--- config.mk ---
export PLATFORM = sky130hd
export DESIGN_NAME = pearl_rr_sched
export DESIGN_NICKNAME = d
export VERILOG_FILES = /design/src/rtl/pearl_rr_sched.sv
export SDC_FILE = /design/constraint.sdc
export NUM_CORES = 1
export LEC_CHECK = 0
export ABC_CLOCK_PERIOD_IN_PS = 2100
export BUFFER_PORTS_ARGS = -buffer_cell sky130_fd_sc_hd__buf_2
export CORE_AREA = 2 2 80 82
export CTS_BUF_LIST = sky130_fd_sc_hd__clkbuf_8
export DETAILED_ROUTE_END_ITERATION = 8
export DIE_AREA = 0 0 82 84
export GPL_ROUTABILITY_DRIVEN = 0
export PLACE_DENSITY = 0.67
export SYNTH_ARGS = -nofsm -noshare
export SYNTH_HDL_FRONTEND = slang
export SYNTH_SLANG_ARGS = --single-unit
--- constraint.sdc ---
create_clock -name clk -period 2.1 [get_ports clk]
set_clock_uncertainty 0.15 [all_clocks]
set_input_delay 0.315 -clock clk [delete_from_list [all_inputs] [get_ports clk]]
set_output_delay 0.315 -clock clk [all_outputs]
set_load 0.01 [all_outputs]
--- src/rtl/pearl_rr_sched.sv ---
// Round-robin scheduler sharing one registered AND stage between NREQ requesters.
// Grants are steered into the stage and the result is returned with its owner's ID.
module pearl_rr_sched #(
  parameter int unsigned NREQ   = 4,
  parameter int unsigned DWIDTH = 16,
  localparam int unsigned IDW   = (NREQ > 1) ? $clog2(NREQ) : 1
) (
  input  logic                     clk,
  input  logic                     reset,
  input  logic [NREQ-1:0]          req_valid,
  output logic [NREQ-1:0]          req_ready,
  input  logic [NREQ*DWIDTH-1:0]   req_data1,
  input  logic [NREQ*DWIDTH-1:0]   req_data2,
  output logic                     pearl_clk_ena,
  output logic [DWIDTH-1:0]        pearl_data1,
  output logic [DWIDTH-1:0]        pearl_data2,
  input  logic [DWIDTH-1:0]        pearl_o_data,
  output logic                     rsp_valid,
  input  logic                     rsp_ready,
  output logic [DWIDTH-1:0]        rsp_data,
  output logic [IDW-1:0]           rsp_id
);

  typedef enum logic {StEmpty, StFull} state_e;

  state_e         state_q;
  logic [IDW-1:0] ptr_q;
  logic [IDW-1:0] rsp_id_q;
  logic [IDW-1:0] gnt;
  logic           any_valid;
  logic           slot_free;
  logic           fire;
  int unsigned    cand;

  // Scan from ptr upward with wrap; gnt falls back to ptr when nothing is valid.
  always_comb begin
    gnt       = ptr_q;
    any_valid = 1'b0;
    cand      = 0;
    for (int unsigned i = 0; i < NREQ; i++) begin
      cand = 32'(ptr_q) + i;
      if (cand >= NREQ) cand = cand - NREQ;
      if (!any_valid && req_valid[cand[IDW-1:0]]) begin
        any_valid = 1'b1;
        gnt       = cand[IDW-1:0];
      end
    end
  end

  assign slot_free = (state_q == StEmpty) || rsp_ready;
  assign fire      = !reset && slot_free && any_valid;

  always_comb begin
    req_ready   = '0;
    pearl_data1 = '0;
    pearl_data2 = '0;
    for (int unsigned i = 0; i < NREQ; i++) begin
      if (gnt == IDW'(i)) begin
        req_ready[i] = fire;
        pearl_data1  = req_data1[i*DWIDTH +: DWIDTH];
        pearl_data2  = req_data2[i*DWIDTH +: DWIDTH];
      end
    end
  end

  assign pearl_clk_ena = fire;

  always_ff @(posedge clk) begin
    if (reset) begin
      state_q  <= StEmpty;
      ptr_q    <= '0;
      rsp_id_q <= '0;
    end else if (fire) begin
      state_q  <= StFull;
      rsp_id_q <= gnt;
      ptr_q    <= (gnt == IDW'(NREQ - 1)) ? '0 : gnt + 1'b1;
    end else if (rsp_ready) begin
      state_q  <= StEmpty;
    end
  end

  assign rsp_valid = (state_q == StFull);
  assign rsp_data  = pearl_o_data;
  assign rsp_id    = rsp_id_q;

`ifndef SYNTHESIS
  a_ready_onehot0 : assert property (@(posedge clk) $onehot0(req_ready));
  a_ena_matches   : assert property (@(posedge clk) pearl_clk_ena == (|req_ready));
`endif

endmodule

# Word-level counts from Yosys, hierarchy flattened
# Index checks and enable logic that the tools add are counted.
# word_totals
ff_bits,5
out_inout_bits,56
elab_cells,70
# classes
add_sub_neg,8
eq_ne,3
magnitude_cmp,8
n_mux,35
bitwise,1
reduce_logical,12
# ops
op,count
$mux 16,8
$mux 2,9
$mux 1,14
$lt 2x3->1 const B,4
$ge 3x3->1 const B,3
$bmux 1 s2,4
$sub 2x1->2 const B,4
$add 2x2->3 const B,2
$logic_and 1x1->1,5
$eq 2x2->1 const B,2
$logic_not 1->1,4
$add 2x1->3 const B,1
$ge 2x3->1 const B,1
$add 2x1->2 const B,1
$eq 2x1->1 const B,1
$logic_not 2->1,1
$reduce_bool 2->1,1
$logic_or 1x1->1,1
$not 1->1,1

# Longest topological paths before layout
# logic_depth
depth_word,19
depth_mapped,10

# Least setup slack after synthesis
# No wires, ideal clock.
# synth_timing
path_kind,reg-to-output
startpoint,register ptr_q[1]
endpoint,output port pearl_data1[0]
slack_ps,-321
t_required_ps,1635
n_path_buf,2
stages_incl_launch_ff,10
arrival_time_ps,1956
cell_sequence,dfxtp_1 nor3_1 or2_1 a21oi_1 nand2b_1 ha_1 buf_2 clkbuf_1 a221oi_1 o31ai_1
# synth_between
elab_chain_cells,19
elab_cells_between_ends,44
cone_classes,add/sub (7); order compare (4); eq/ne (3); mux (23); reduce/logical (7)
# synth_lines
element,line_no,source
from (decl),27,logic [IDW-1:0] ptr_q;
from (signal assigned),76,ptr_q <= (gnt == IDW'(NREQ - 1)) ? '0 : gnt + 1'b1;
branches (longest 13 deep; another with $add 2x1->3),--,
$mux 2 *,43,if (!any_valid && req_valid[cand[IDW-1:0]]) begin
via gnt[1],29,logic [IDW-1:0] gnt;
$logic_not 2->1,58,if (gnt == IDW'(i)) begin
$mux 16 (3 in a row),58,
$mux 16 *,58,
to (decl),15,"output logic [DWIDTH-1:0] pearl_data1,"
# Mark *: on every way through the listed nets, which the timed path passes. The select of a mux whose other input is x is not followed.

# Worst setup path in the final report
# layout_timing
startpoint,register ptr_q[1]
endpoint,output port pearl_data2[14]
# layout_between
elab_chain_cells,19
elab_cells_between_ends,44
cone_classes,add/sub (7); order compare (4); eq/ne (3); mux (23); reduce/logical (7)
# layout_lines
element,line_no,source
branches (longest 13 deep; another with $add 2x1->3),--,
$mux 2 *,43,
via gnt[1],29,
$logic_not 2->1,58,
$mux 16 (3 in a row),58,
$mux 16 *,58,
to (decl),16,"output logic [DWIDTH-1:0] pearl_data2,"
# Marks and branches as above.

==> out/qor.yml <==
cells_and_area:
  finalInstanceArea_um2: 3320
  area_delta_synth_final_pct: 127
  drive_above_1_share_pct: 74.2
  n_antenna_cell: 0
  fin_util_pct: 54.4
  fin_nets: 551
hold_path:
  hp-class: "in -> reg"
  min_to: "ptr_q[1]"
  min_from: "reset"
  min_path_cells: 2
sta:
  slew_headroom_pct: 68.9
  tightest_slew_ps: 466
  hold_viol: 0
  finalMaxSlewViolations: 0
  fmax_mhz: 367
  finalCritPeriodShare_pct: 130
  setup_viol: 36
  rsz0062_at_grt: "yes"
  period_minus_slack_ps: 2720
  setup_ws_ps: -624
clock_network:
  clockRootBuffer: "clkbuf_8"
  insertion_delay_ps: 230
  cts_buffer_depth: 2
  tritoncts: "done"
  cts.sinks: 5
  cts_buffers: 3
  clk_pin_slew_ps: 40
  h-tree-depth: 1
worst_setup_path:
  crit_required_ps: 1630
  reg2reg_slack_ps: 310
  worstReg2RegEnd: "ptr_q[1]"
  cp_cell_sequence: "nor3_2 -> or2_1 -> a21oi_2 -> buf_4 -> nand2b_4 -> buf_6 -> ha_4 -> buf_12 -> buf_16 -> o31ai_2 -> buf_2"
  critPathSlowestCell: "dfxtp_4"
  start_kind: "register"
  crit_start: "ptr_q[1]"
  crit_arrival_ps: 2260
  cpPeakStageDelay_ps: 350
  r2r-start: "ptr_q[1]"
  r2r_cells: 9
  critPathMaxFanout: 8
  crit_type: "reg -> out"
  critPathCaptureType: "output port"
placement:
  dpl_cell_area_um2: 2670
  dp_hpwl_um: 4990
  io_buffers: 174
floorplanning:
  die_h_um: 84
  die_area_um2: 6890
  start_util_pct: 23.9
  die-width_um: 82
  core_area_um2: 6100
  ios: 207
  num_rows: 29
yosys:
  synthesis.area_um2: 1460
  synthTopCellsByArea: "a221oi_1 19%, o31ai_1 16%, nor2b_1 15%"
  synth_edf_count: 0
  synth_seq_cells: 5
  synth.net_count: 370
  synth_area_per_cell_um2: 6.78
  synth_ff_type: "dfxtp_1"
  synth_cell_types: 27
  async_reset_ff_share_pct: 0
  synthTopCellsByCount: "36 x nand2_1, 35 x nor2b_1, 31 x a221oi_1, 31 x o31ai_1, 19 x buf_4"
  yosysTopAreaCell: "a221oi_1"
  yosysMostFrequentCell: "nand2_1"
  syn_inst: 215
  ys_warn_count: 0
  ys_seq_area_share_pct: 6.87
  synth_top_area_share_pct: 18.6
pwr:
  p_leak_uw: 0.00155
  p_per_area_nw_per_um2: 728
  vdd_ir_drop_max_mv: 0.436
route:
  drt_wl_total_um: 7200
  drc: 0
  first_pass_iters: 4
  vias: 2422
  final_antenna_net_count: 0
  wire_per_inst_um: 15.3
  first_iter_violations: 48
  routed_via_density: 5.13
global_routing:
  grt_pass1_vias: 2270
  grt_pass1_wl_um: 10100
  grtUsageTotal_pct: 18.2
  grt_overflow_total: 0
  grt_max_degree: 33
  antenna_found_initial: 0
run:
  cap_violations: 0
outcome:
  status: "finished, violations left"
  violations: "negative setup slack"
==> area by class of cell <==
cell class	count	area (µm²)
clock inverter	1	3.75
multi-input combinational	168	1620
fill	570	2780
sequential	5	105
tap	77	96.3
inverter	4	15.0
clock buffer	3	41.3
timing repair buffer	214	1440
==> what timing repair did <==
action / 4_1_cts / 5_1_grt
pin swaps: 5 / 2
setup buffers: 8 / 7
gates resized for setup: 32 / 29
gates cloned: 4 / 2
setup endpoints to repair: 36 / 36
hold buffers: 0 / 0
==> critical path, delay by kind of cell (launching register included) <==
family,cells,cell delay [ps]
DFF,1,350
buffers and inverters,5,710
and+or+nand+nor,3,450
AOI/OAI and AO/OA,2,330
adders and majority gates,1,200
==> worst max path at each step <==
stage	endpoint	depth (start not counted)
global route	pearl_data2[14]	10
floorplan	pearl_data1[4]	10
detailed placement	pearl_data2[14]	11
finish	pearl_data2[14]	11
CTS	pearl_data2[14]	9
global placement	pearl_data2[14]	11
==> flip-flops by register name (all words and copies together) (netlist names) <==
register	flops
ptr_q	2
rsp_id	2
rsp_valid	1
==> layout by cell type, fill, tap and decap left out, drive strengths merged <==
master / count
buf: 213
nand2: 37
nor2b: 36
a221oi: 31
o31ai: 31
a21oi: 8
inv: 5
o21ai: 5
dfxtp: 5
and3: 4
clkbuf: 4
ha: 4
nor2: 2
o221a: 2
nor3: 1
or2: 1
nand2b: 1
nor4: 1
and2: 1
nand3b: 1
mux2i: 1
o2bb2ai: 1
==> metal layers <==
layer / global-route usage, % / share of wire [%] / vias to the layer above
li1: - / - / 1160
met1: 21.0 / 39 / 1139
met2: 34.4 / 52 / 115
met3: 2.71 / 8.1 / 8
met4: 3.64 / 0.47 / 0
met5: 0 / 0 / -
==> logic make-up after synthesis <==
| family | after synthesis | share of synthesized area (%) |
|---|---|---|
| AO/OA/AOI/OAI | 78 | 41.2 |
| buffers and inverters | 42 | 16.8 |
| flip-flops | 5 | 6.87 |
| AND/OR/NAND/NOR | 85 | 31.0 |
| adder cells (fa/ha/maj) | 4 | 3.43 |
| multiplexers | 1 | 0.687 |
==> through the flow <==
step | setup slack (ps) | setup TNS [ps] | hold WS [ps] | power, µW | instances
2_1_floorplan | -130 | -3290 | 230 | 1190 | 215
3_3_place_gp | -426 | -12350 | 304 | 1720 | 448
3_5_place_dp | -466 | -13940 | 313 | 1750 | 448
4_1_cts | -545 | -17560 | 121 | 2200 | 464
5_1_grt | -694 | -22290 | 140 | 2580 | 472
6_report | -624 | -19230 | 122 | 2410 | 472
==> power by group <==
part,switching (µW),internal (µW)
sequential,13.6,111
combinational,1000,1110
clock,53.3,126
total,1070,1340
Note: power is estimated with default switching activity, not from simulation.
